<file path="src/rtl/rv_pkg.sv">
// Constants shared between the fetch stage and the decode stage.
package rv_pkg;

  localparam int unsigned INSTR_W = 32;
  localparam logic [INSTR_W-1:0] NOP_INSTR = 32'h0000_0013;
  localparam int unsigned PC_INC = 4;

endpackage

</file>
<file path="src/rtl/fetch_fifo.sv">
// DEPTH-entry in-order buffer of {pc, instruction} between imem responses and decode.
module fetch_fifo
  import rv_pkg::*;
#(
  parameter int unsigned WIDTH = 32,
  parameter int unsigned DEPTH = 2
) (
  input  logic                         clk,
  input  logic                         rst,
  input  logic                         push_i,
  input  logic [WIDTH-1:0]             push_pc_i,
  input  logic [INSTR_W-1:0]           push_instr_i,
  input  logic                         pop_i,
  input  logic                         flush_i,
  output logic [WIDTH-1:0]             head_pc_o,
  output logic [INSTR_W-1:0]           head_instr_o,
  output logic [$clog2(DEPTH+1)-1:0]   count_o
);

  localparam int unsigned CNT_W = $clog2(DEPTH + 1);
  localparam int unsigned PTR_W = (DEPTH > 1) ? $clog2(DEPTH) : 1;

  logic [WIDTH-1:0]   pc_mem_q    [DEPTH];
  logic [INSTR_W-1:0] instr_mem_q [DEPTH];
  logic [PTR_W-1:0]   rd_ptr_q, rd_ptr_d, wr_ptr_q, wr_ptr_d;
  logic [CNT_W-1:0]   cnt_q, cnt_d;

  function automatic logic [PTR_W-1:0] ptr_inc(input logic [PTR_W-1:0] p);
    return (p == PTR_W'(DEPTH - 1)) ? '0 : p + PTR_W'(1);
  endfunction

  // Flush wins over any push/pop in the same cycle.
  always_comb begin
    rd_ptr_d = rd_ptr_q;
    wr_ptr_d = wr_ptr_q;
    cnt_d    = cnt_q;
    if (flush_i) begin
      rd_ptr_d = '0;
      wr_ptr_d = '0;
      cnt_d    = '0;
    end else begin
      if (push_i) wr_ptr_d = ptr_inc(wr_ptr_q);
      if (pop_i)  rd_ptr_d = ptr_inc(rd_ptr_q);
      cnt_d = cnt_q + CNT_W'(push_i) - CNT_W'(pop_i);
    end
  end

  always_ff @(posedge clk or posedge rst) begin
    if (rst) begin
      rd_ptr_q <= '0;
      wr_ptr_q <= '0;
      cnt_q    <= '0;
    end else begin
      rd_ptr_q <= rd_ptr_d;
      wr_ptr_q <= wr_ptr_d;
      cnt_q    <= cnt_d;
    end
  end

  always_ff @(posedge clk) begin
    if (push_i && !flush_i) begin
      pc_mem_q[wr_ptr_q]    <= push_pc_i;
      instr_mem_q[wr_ptr_q] <= push_instr_i;
    end
  end

  assign head_pc_o    = pc_mem_q[rd_ptr_q];
  assign head_instr_o = instr_mem_q[rd_ptr_q];
  assign count_o      = cnt_q;

endmodule

</file>
<file path="src/rtl/fetch_unit.sv">
// Instruction fetch: owns the PC, issues credit-limited imem requests, buffers
// in-order responses for decode and squashes wrong-path fetches on redirect.
module fetch_unit
  import rv_pkg::*;
#(
  parameter int unsigned      WIDTH    = 32,
  parameter logic [WIDTH-1:0] RESET_PC = '0,
  parameter int unsigned      DEPTH    = 2
) (
  input  logic               clk,
  input  logic               rst,
  output logic               imem_req_valid,
  input  logic               imem_req_ready,
  output logic [WIDTH-1:0]   imem_req_addr,
  input  logic               imem_resp_valid,
  input  logic [INSTR_W-1:0] imem_resp_data,
  input  logic               redirect_valid,
  input  logic [WIDTH-1:0]   redirect_pc,
  output logic               id_valid,
  input  logic               id_ready,
  output logic [INSTR_W-1:0] id_instruction,
  output logic [WIDTH-1:0]   id_pc
);

  localparam int unsigned CNT_W = $clog2(DEPTH + 1);
  localparam int unsigned USE_W = CNT_W + 1;
  localparam int unsigned PTR_W = (DEPTH > 1) ? $clog2(DEPTH) : 1;

  logic [WIDTH-1:0]   pc_q, pc_d, last_pc_q, last_pc_d;
  logic [CNT_W-1:0]   out_q, out_d, drop_q, drop_d, fifo_cnt;
  logic [WIDTH-1:0]   tag_q [DEPTH];
  logic [PTR_W-1:0]   tag_wr_q, tag_wr_d, tag_rd_q, tag_rd_d;
  logic [USE_W-1:0]   in_use;
  logic               pop, accept, push, fifo_pop;
  logic [WIDTH-1:0]   head_pc;
  logic [INSTR_W-1:0] head_instr;
  logic               unused_align;

  function automatic logic [PTR_W-1:0] ptr_inc(input logic [PTR_W-1:0] p);
    return (p == PTR_W'(DEPTH - 1)) ? '0 : p + PTR_W'(1);
  endfunction

  assign unused_align = ^redirect_pc[1:0];

  // Credit: an entry leaving for decode this cycle frees its slot for a new request.
  assign id_valid       = (fifo_cnt != '0);
  assign pop            = id_valid && id_ready;
  assign in_use         = USE_W'(out_q) + USE_W'(fifo_cnt) - USE_W'(pop);
  assign imem_req_valid = !rst && !redirect_valid && (in_use < USE_W'(DEPTH));
  assign accept         = imem_req_valid && imem_req_ready;
  assign imem_req_addr  = pc_q;
  assign push           = imem_resp_valid && (drop_q == '0) && !redirect_valid;
  assign fifo_pop       = pop && !redirect_valid;
  assign id_instruction = id_valid ? head_instr : NOP_INSTR;
  assign id_pc          = id_valid ? head_pc : last_pc_q;

  always_comb begin
    pc_d      = pc_q;
    drop_d    = drop_q;
    out_d     = out_q + CNT_W'(accept) - CNT_W'(imem_resp_valid);
    tag_wr_d  = accept ? ptr_inc(tag_wr_q) : tag_wr_q;
    tag_rd_d  = imem_resp_valid ? ptr_inc(tag_rd_q) : tag_rd_q;
    last_pc_d = id_valid ? head_pc : last_pc_q;
    if (redirect_valid) begin
      // Every request still in flight after this edge is wrong-path.
      pc_d   = {redirect_pc[WIDTH-1:2], 2'b00};
      drop_d = out_q - CNT_W'(imem_resp_valid);
    end else begin
      if (accept) pc_d = pc_q + WIDTH'(PC_INC);
      if (imem_resp_valid && (drop_q != '0)) drop_d = drop_q - CNT_W'(1);
    end
  end

  always_ff @(posedge clk or posedge rst) begin
    if (rst) begin
      pc_q      <= RESET_PC;
      last_pc_q <= RESET_PC;
      out_q     <= '0;
      drop_q    <= '0;
      tag_wr_q  <= '0;
      tag_rd_q  <= '0;
    end else begin
      pc_q      <= pc_d;
      last_pc_q <= last_pc_d;
      out_q     <= out_d;
      drop_q    <= drop_d;
      tag_wr_q  <= tag_wr_d;
      tag_rd_q  <= tag_rd_d;
    end
  end

  // PC tag of each outstanding request, consumed in response order.
  always_ff @(posedge clk) begin
    if (accept) tag_q[tag_wr_q] <= pc_q;
  end

  fetch_fifo #(
    .WIDTH (WIDTH),
    .DEPTH (DEPTH)
  ) u_fifo (
    .clk          (clk),
    .rst          (rst),
    .push_i       (push),
    .push_pc_i    (tag_q[tag_rd_q]),
    .push_instr_i (imem_resp_data),
    .pop_i        (fifo_pop),
    .flush_i      (redirect_valid),
    .head_pc_o    (head_pc),
    .head_instr_o (head_instr),
    .count_o      (fifo_cnt)
  );

endmodule
</file>
<file path="config.mk">
export PLATFORM = sky130hd
export DESIGN_NAME = fetch_unit
export DESIGN_NICKNAME = d
export VERILOG_FILES = /design/src/rtl/rv_pkg.sv /design/src/rtl/fetch_fifo.sv /design/src/rtl/fetch_unit.sv
export SDC_FILE = /design/constraint.sdc
export NUM_CORES = 1
export LEC_CHECK = 0
export CELL_PAD_IN_SITES_DETAIL_PLACEMENT = 0
export CELL_PAD_IN_SITES_GLOBAL_PLACEMENT = 1
export CORE_MARGIN = 4
export CORE_UTILIZATION = 30
export CTS_CLUSTER_SIZE = 25
export DETAILED_ROUTE_END_ITERATION = 7
export PLACE_DENSITY = 0.69
export SYNTH_ARGS = -nofsm -noshare
export SYNTH_HDL_FRONTEND = slang
export SYNTH_HIERARCHICAL = 1
export SYNTH_SLANG_ARGS = --single-unit
</file>
<file path="constraint.sdc">
create_clock -name clk -period 18.9 [get_ports clk]
set_input_delay 1.89 -clock clk [delete_from_list [all_inputs] [get_ports clk]]
set_output_delay 1.89 -clock clk [all_outputs]
set_load 0.05 [all_outputs]
</file>
==> impl_metrics.tcl, run 1 <==
set metrics [dict create \
    ctsHoldBuffers 0 \
    syn-cell-area_um2 10700 \
    drt_iter0_markers 296 \
    max-slew-margin-rel_pct 33.4 \
    postSynth.asyncResetShare_pct 27.7 \
    cts_max_level 1 \
    cellLeakagePower_nw 4.95 \
    ys.flop_type "edfxtp_1" \
    worstSetupPathType "in2out" \
    die_w_um 197 \
    hp-class "reg2reg" \
    cap_violations 0 \
    initial_utilization_pct 30.3 \
    grt_remaining_overflow 0 \
    yosysTopAreaCell "edfxtp_1" \
    setup_tns_ns 0 \
    cts_buffer_depth 3 \
    p_sw_uw 637 \
    syn_avg_cell_area_um2 16.5 \
    clkPwrFrac_pct 30.5 \
    cts_made_buffers 28 \
    ff2ff_path_depth 12 \
    period_share_pct 35.9 \
    ys_seq_elements 260 \
    rows 69 \
    outcome "complete, no violations" \
    r2r_slack_ns 14.95 \
    cp_cell_sequence "clkdlybuf4s50_1, nor2b_1, ha_1, nand2b_1, fa_1, xnor2_2, nor3b_1, and2_1, clkdlybuf4s50_1" \
    start_kind "input pin" \
    worst_slew_pin_slew_ns 0.999 \
    fin_nets 910 \
    grt_pass1_vias 5992 \
    maxClockFrequency_mhz 147 \
    grt_max_degree 71 \
    synth_edf_count 188 \
    firstDrtPassIters 4 \
    gp_congestion 0.741 \
    final_util_pct 39.3 \
    post-route-min-period_ns 6.79 \
    cts.sinks 260 \
    mostFrequentLayoutCells "188 x edfxtp_1, 162 x clkdlybuf4s50_1, 76 x mux2_2" \
    multi_input_area_um2 3120 \
    post-dp-hpwl_mm 15.0 \
    cpPeakStageDelay_ns 0.83 \
    yosysUniqueCellTypes 43 \
    grt_first_pass_wirelength_mm 36.4 \
    ys.warnings.count 6 \
    end_kind "primary output" \
    die_area_um2 38900 \
    cp_data_required_time_ns 17.01 \
    setup_violations 0 \
    regArea_um2 7450 \
    synthToLayoutAreaGrowth_pct 29.5 \
    cts_setup_buffers 0 \
    ctsRootBufferMaster "clkbuf_16" \
    core_area_um2 35400 \
    grt_use_total_pct 12.0 \
    drtAntennaViolNets 0 \
    n_fill_cell 3309 \
    io_buffers 163 \
    drv_slew 0 \
    wl_mm 24.0 \
    rr_endpoint "tag_q[0][7]$_DFFE_PP_" \
    holdWs_ns 0.495 \
    p_comb_share_pct 30.9 \
    vias 5816 \
    hp-start "last_pc_q[30]$_DFF_PP0_" \
    cts.reportedPaths.clkPinSlew_ns 0.06 \
    vias_per_cell 4.43 \
    ios 168 \
    critPathMaxFanout 5 \
    synth_seq_area_share_pct 69.4 \
    layout-drive-gt1-share_pct 23.4 \
    irDropWorstVdd_v 0.0000666 \
    syn_inst 650 \
    antenna_found_initial 0 \
    synth.area.top_cells "edfxtp_1 53%, dfrtp_1 17%, mux2_2 8.0%" \
    synth.top_cell.area_share_pct 52.6 \
    rr_startpoint "u_fifo/count_o[0]$_DFF_PP0_" \
    power_density_nw_per_um2 138 \
    cp.arrival_ns 4.90 \
    drc 0 \
    final_common_cell "edfxtp_1" \
    rsz0062_at_grt "false" \
    routedWlPerCell_um 18.3 \
    cts_tree "yes" \
    intPower_mw 1.29 \
    sw_frac_of_total_pct 33.1 \
    fin_ws_ns 12.11 \
    skew_ns 0.00976 \
    die_h_um 197 \
    cts-resized-gates 0 \
    clock_latency_ns 0.53 \
    worstHoldEndpoint "last_pc_q[30]$_DFF_PP0_" \
    hold_viol_final 0 \
    power.share.sequential_pct 38.6 \
    min_path_cells 1 \
    crit_slowest_cell "clkdlybuf4s50_1" \
    insertedDiodeCount 0 \
    cpMostUsedCell "clkdlybuf4s50_1" \
    post-place-ws_ns 12.12 \
]
sequential cells by signal, indices dropped and copies added, names as in the netlist:
name,flops
tag_rd_q,1
u_fifo/rd_ptr_q,1
tag_wr_q,1
u_fifo/wr_ptr_q,1
drop_q,2
u_fifo/pc_mem_q,64
u_fifo/instr_mem_q,64
out_q,2
imem_req_addr,30
last_pc_q,32
tag_q,60
u_fifo/count_o,2
cell type report:
type | instances | share of cell area (%)
Clock buffer | 41 | 5.89
Clock inverter | 11 | 1.39
Inverter | 13 | 0.351
Multi-Input combinational cell | 355 | 22.4
Sequential cell | 260 | 53.6
Tap cell | 461 | 4.15
Timing Repair Buffer | 172 | 12.2
synth_stat cells (all sizes together) (2+ instances only):
master and number:
or2 4, xor2 25, nor2 13, mux2 126, clkbuf 11, buf 16
nor3b 2, inv 13, edfxtp 188, dfrtp 72, and3 9, nor4 4
nor2b 32, xnor2 11, and2 3, a21oi 2, nand4 13, nand2b 2
nand3 12, and4 2, ha 9, o21ai 30, nand2 39
power groups by stage:
stage | logic, mW | registers (mW) | clock network, mW
2_1_floorplan | 0.408 | 0.749 | 0
3_3_place_gp | 0.601 | 0.754 | 0
3_5_place_dp | 0.605 | 0.756 | 0
4_1_cts | 0.607 | 0.745 | 0.603
5_1_grt | 0.631 | 0.752 | 0.629
6_report | 0.594 | 0.743 | 0.587
critical path, delay by kind of cell:
kind | cells | cell delay (ns)
adders and majority gates | 2 | 0.66
xor gates and xnor gates | 1 | 0.25
and+or+nand+nor | 4 | 0.80
buffers and inverters | 2 | 1.31
cell families after synthesis:
family / Yosys count / share of synthesized area (%)
other: 1 / 0.0349
adder cells (fa/ha/maj): 10 / 1.24
XOR/XNOR: 37 / 3.22
flip-flops: 260 / 69.4
multiplexers: 127 / 15.1
AND/OR/NAND/NOR: 139 / 7.42
buffers and inverters: 40 / 1.91
AO/OA/AOI/OAI: 36 / 1.76
metrics by stage:
stage | power [mW] | cell area [um2] | cells
3_5_place_dp | 1.36 | 12900 | 1261
4_1_cts | 1.95 | 13900 | 1313
3_3_place_gp | 1.35 | 12900 | 1261
5_1_grt | 2.01 | 13900 | 1313
2_1_floorplan | 1.16 | 10800 | 655
6_report | 1.92 | 13900 | 1313
worst max path at each step:
stage | from | to | slack (ns) | depth (start not counted)
after floorplan | redirect_valid | u_fifo/instr_mem_q[0][0]$_DFFE_PP_ | 11.22 | 4
after global placement | id_ready | imem_req_valid | 12.08 | 9
after detailed placement | id_ready | imem_req_valid | 12.12 | 9
after CTS | id_ready | imem_req_valid | 12.09 | 9
after global routing | id_ready | imem_req_valid | 11.92 | 9
final | id_ready | imem_req_valid | 12.11 | 9
layer usage:
metal  vias up  wire length, um  GRT usage [%]
li1       2738                -              -
met1      2941            10900           16.7
met2       107            11700           19.7
met3        30              959           1.89
met4         0              452           3.18
met5         -                0              0
Note: power is estimated with default switching activity, not from simulation.
==> run 2, diff against run 1 <==
Clock period 18.9 ns to 6.3 ns, I/O delays scaled along.
==> impl_metrics.tcl, run 2 (synthesis results as in run 1) <==
set metrics [dict create \
    layout-drive-gt1-share_pct 22.7 \
    initial_utilization_pct 30.3 \
    ctsHoldBuffers 0 \
    vias 5801 \
    start_kind "input pin" \
    power_density_nw_per_um2 405 \
    end_kind "primary output" \
    rows 69 \
    grt_first_pass_wirelength_mm 36.2 \
    cts_buffer_depth 3 \
    setup_tns_ns 0 \
    drv_slew 0 \
    final_util_pct 38.9 \
    worst_slew_pin_slew_ns 0.965 \
    post-route-min-period_ns 4.24 \
    hold_viol_final 0 \
    grt_use_total_pct 11.9 \
    insertedDiodeCount 0 \
    stdcell_count 1311 \
    cts_made_buffers 27 \
    cp_data_required_time_ns 5.67 \
    drtAntennaViolNets 0 \
    critical-path-top-delay-family "buffers and inverters" \
    io_buffers 163 \
    fin_ws_ns 2.06 \
    setup_violations 0 \
    cpMostUsedCell "clkdlybuf4s50_1" \
    cts-resized-gates 0 \
    post-place-ws_ns 2.06 \
    worstSetupPathType "in2out" \
    routedWlPerCell_um 18.1 \
    cpPeakStageDelay_ns 0.84 \
    core_area_um2 35400 \
    max-slew-margin-rel_pct 35.7 \
    grt_remaining_overflow 0 \
    cap_violations 0 \
    final_common_cell "edfxtp_1" \
    irDropWorstVdd_v 0.000212 \
    cts_tree "yes" \
    drt_iter0_markers 269 \
    cp_num_buf_inv 2 \
    grt_max_degree 71 \
    wl_mm 23.7 \
    cp.arrival_ns 3.61 \
    period_share_pct 67.3 \
    synthToLayoutAreaGrowth_pct 28.2 \
    antenna_found_initial 0 \
    ios 168 \
    ctsRootBufferMaster "clkbuf_16" \
    hp-class "reg2reg" \
    fin_nets 909 \
    crit_slowest_cell "clkdlybuf4s50_1" \
    r2r_slack_ns 2.95 \
    firstDrtPassIters 4 \
    largestRegisters "u_fifo/instr_mem_q x64, u_fifo/pc_mem_q x64, tag_q x60" \
    outcome "complete, no violations" \
    die_w_um 197 \
    critPathMaxFanout 5 \
    die_area_um2 38900 \
    grt_pass1_vias 5958 \
    rsz0062_at_grt "false" \
    cp_cell_sequence "clkdlybuf4s50_1, nor2b_1, ha_1, nand2b_1, fa_1, xnor2_2, nor3b_1, and2_1, clkdlybuf4s50_1" \
    clock_latency_ns 0.53 \
    cts_max_level 1 \
    cts.sinks 260 \
    cts.reportedPaths.clkPinSlew_ns 0.06 \
    die_h_um 197 \
    maxClockFrequency_mhz 236 \
    gp_congestion 0.736 \
    cts_setup_buffers 0 \
    drc 0 \
    skew_ns 0.0181 \
    vias_per_cell 4.42 \
    mostFrequentLayoutCells "188 x edfxtp_1, 162 x clkdlybuf4s50_1, 76 x mux2_2" \
    place_inst 1261 \
    post-dp-hpwl_mm 15.4 \
    cellLeakagePower_nw 4.87 \
]
## run 2: cell count changes in the layout (fill, tap and decap cells not counted), moves of 2 or more
cell,previous run,this run
bufinv_16,5,2
clkinv_1,1,6
clkinvlp_4,1,3
clkbuf_8,7,3
clkbuf_1,6,4
## run 2: per-stage QoR
stage / area (um2) / hold slack (ns) / power (mW)
3_5_place_dp: 12900 / 0.463 / 4.10
2_1_floorplan: 10800 / 0.396 / 3.47
3_3_place_gp: 12900 / 0.458 / 4.08
5_1_grt: 13800 / 0.490 / 5.82
6_report: 13800 / 0.473 / 5.57
4_1_cts: 13800 / 0.471 / 5.66
## run 2: final cells by class
cell class | instances | area (um2)
clock buffer | 34 | 732
clock inverter | 16 | 134
fill | 3319 | 21600
inverter | 13 | 48.8
multi-input combinational | 355 | 3130
sequential | 260 | 7450
tap | 461 | 577
timing repair buffer | 172 | 1690
## run 2: report_power, final
group	internal, mW	switching (mW)
combinational	0.682	1.16
clock	0.902	0.636
sequential	2.08	0.110
## run 2: path summary, 6_finish.rpt
| check | start | endpoint | cells after the start |
|---|---|---|---|
| setup / recovery | id_ready | imem_req_valid | 9 |
| hold / removal | tag_rd_q$_DFFE_PP0P_ | tag_rd_q$_DFFE_PP0P_ | 1 |
| setup reg to reg | u_fifo/count_o[0]$_DFF_PP0_ | imem_req_addr[29]$_DFFE_PP0P_ | 10 |
| hold reg to reg | tag_rd_q$_DFFE_PP0P_ | tag_rd_q$_DFFE_PP0P_ | 1 |
| max in group asynchronous | rst | last_pc_q[1]$_DFF_PP0_ | 3 |
| min in group asynchronous | rst | u_fifo/wr_ptr_q$_DFFE_PP0P_ | 2 |
## run 2: worst register-to-register path: cells and delay by family, from the launching register on
kind                     cells  cell delay [ns]
AO/OA/AOI/OAI                1             0.16
AND/OR/NAND/NOR              6             1.79
flip-flops                   1             0.42
adder cells (fa/ha/maj)      2             0.65
XOR/XNOR                     1             0.25
## run 2: layer usage
metal / routed length [um] / global-route usage, % / share of wire [%] / up-vias
li1: - / - / - / 2743
met1: 10700 / 16.2 / 45 / 2912
met2: 11600 / 19.8 / 49 / 116
met3: 973 / 2.01 / 4.1 / 30
met4: 487 / 3.49 / 2.1 / 0
met5: 0 / 0 / 0 / -
==> run 3, diff against run 2 <==
Clock period 6.3 ns to 4.1 ns, I/O delays scaled along.
==> impl_metrics.tcl, run 3 (synthesis results as in run 1) <==
set metrics [dict create \
    sw_frac_of_total_pct 34.5 \
    drtAntennaViolNets 0 \
    final_common_cell "edfxtp_1" \
    layout-drive-gt1-share_pct 22.5 \
    largestRegisters "u_fifo/instr_mem_q x64, u_fifo/pc_mem_q x64, tag_q x60" \
    p_comb_share_pct 33.3 \
    die_area_um2 38900 \
    grt_pass1_vias 5914 \
    min_path_cells 3 \
    critPathMaxFanout 32 \
    cts_made_buffers 28 \
    rows 69 \
    cts_buffer_depth 3 \
    worst_slew_pin_slew_ns 0.856 \
    period_share_pct 83.3 \
    stdcell_count 1315 \
    clkPwrFrac_pct 27.1 \
    p_sw_mw 2.94 \
    synthToLayoutAreaGrowth_pct 28.6 \
    wl_mm 23.8 \
    holdWs_ns 0.241 \
    drc 0 \
    firstDrtPassIters 4 \
    post-dp-hpwl_mm 15.8 \
    mostFrequentLayoutCells "188 x edfxtp_1, 161 x clkdlybuf4s50_1, 76 x mux2_2" \
    post-place-ws_ns 0.447 \
    cts_setup_buffers 0 \
    vias_per_cell 4.44 \
    initial_utilization_pct 30.3 \
    max-slew-margin-rel_pct 43.0 \
    setup_tns_ns 0 \
    maxClockFrequency_mhz 293 \
    place_area_um2 13000 \
    cellLeakagePower_nw 4.88 \
    grt_use_total_pct 11.9 \
    place_inst 1263 \
    cts_max_level 1 \
    cp.arrival_ns 3.01 \
    grt_remaining_overflow 0 \
    routedWlPerCell_um 18.1 \
    cts.sinks 260 \
    hp-start "redirect_valid" \
    ff2ff_path_depth 14 \
    rr_endpoint "out_q[1]$_DFF_PP0_" \
    die_h_um 197 \
    clock_latency_ns 0.54 \
    antenna_found_initial 0 \
    core_area_um2 35400 \
    drv_slew 0 \
    worstSetupPathType "reg2out" \
    start_kind "flop" \
    outcome "complete, no violations" \
    cts-resized-gates 0 \
    vias 5838 \
    irDropWorstVdd_v 0.000331 \
    cts.reportedPaths.clkPinSlew_ns 0.06 \
    cp_data_required_time_ns 3.69 \
    worstHoldEndpoint "imem_req_addr[29]$_DFFE_PP0P_" \
    fin_ws_ns 0.683 \
    power_density_nw_per_um2 616 \
    ctsRootBufferMaster "clkbuf_16" \
    gp_congestion 0.725 \
    grt_max_degree 70 \
    drt_iter0_markers 338 \
    ctsHoldBuffers 0 \
    end_kind "primary output" \
    hp-class "in2reg" \
    setup_violations 0 \
    postLayoutCellArea_um2 13800 \
    grt_first_pass_wirelength_mm 36.3 \
    fin_nets 912 \
    insertedDiodeCount 0 \
    power.share.sequential_pct 39.6 \
    ios 168 \
    io_buffers 163 \
    rsz0062_at_grt "false" \
    cap_violations 0 \
    post-route-min-period_ns 3.42 \
    intPower_mw 5.57 \
    cts_tree "yes" \
    r2r_slack_ns 0.93 \
    hold_viol_final 0 \
    n_fill_cell 3307 \
    rr_startpoint "u_fifo/count_o[0]$_DFF_PP0_" \
    skew_ns 0.0267 \
    die_w_um 197 \
    final_util_pct 39.0 \
    p_total_mw 8.51 \
]
==> run 3: changes by cell type in the layout (fill, tap and decap cells not counted), moves of 2 or more <==
| cell | previous run | this run |
|---|---|---|
| clkinv_1 | 6 | 4 |
| clkbuf_8 | 3 | 0 |
| clkinvlp_4 | 3 | 1 |
| buf_12 | 0 | 4 |
| clkbuf_1 | 4 | 13 |
==> run 3: final cells by class <==
cell class / count / area [um2] / share of cell area (%)
Timing Repair Buffer: 174 / 1760 / 12.7
Clock inverter: 11 / 88.8 / 0.644
Tap cell: 461 / 577 / 4.18
Sequential cell: 260 / 7450 / 54.0
Multi-Input combinational cell: 355 / 3130 / 22.7
Clock buffer: 41 / 749 / 5.43
Inverter: 13 / 48.8 / 0.354
==> run 3: worst max-delay path by stage <==
stage	from	endpoint	cells after the start
6_report	u_fifo/rd_ptr_q$_DFFE_PP0P_	id_instruction[1]	4
5_1_grt	u_fifo/rd_ptr_q$_DFFE_PP0P_	id_instruction[4]	4
2_1_floorplan	u_fifo/count_o[0]$_DFF_PP0_	tag_q[0][10]$_DFFE_PP_	12
3_3_place_gp	id_ready	out_q[1]$_DFF_PP0_	14
4_1_cts	u_fifo/rd_ptr_q$_DFFE_PP0P_	id_pc[27]	4
3_5_place_dp	id_ready	out_q[1]$_DFF_PP0_	14
==> run 3: metal layers <==
| layer | global-route usage (%) | share of wire [%] |
|---|---|---|
| met5 | 0 | 0 |
| met2 | 19.7 | 50 |
| met3 | 1.89 | 4.0 |
| met1 | 16.5 | 45 |
| met4 | 3.00 | 1.9 |
==> run 3: power by group through the flow <==
| stage | combinational, mW | sequential (mW) | clock (mW) |
|---|---|---|---|
| floorplan | 1.88 | 3.45 | 0 |
| global placement | 2.87 | 3.42 | 0 |
| detailed placement | 2.88 | 3.43 | 0 |
| CTS | 2.89 | 3.38 | 2.39 |
| global route | 3.00 | 3.41 | 2.50 |
| finish | 2.83 | 3.37 | 2.30 |
==> run 3: worst max-delay path, cell delays in order, from the launching register on <==
cell and delay, ns:
dfrtp_4 0.80, buf_12 0.32, mux2_4 0.32, or2_2 0.28, clkdlybuf4s50_1 0.72
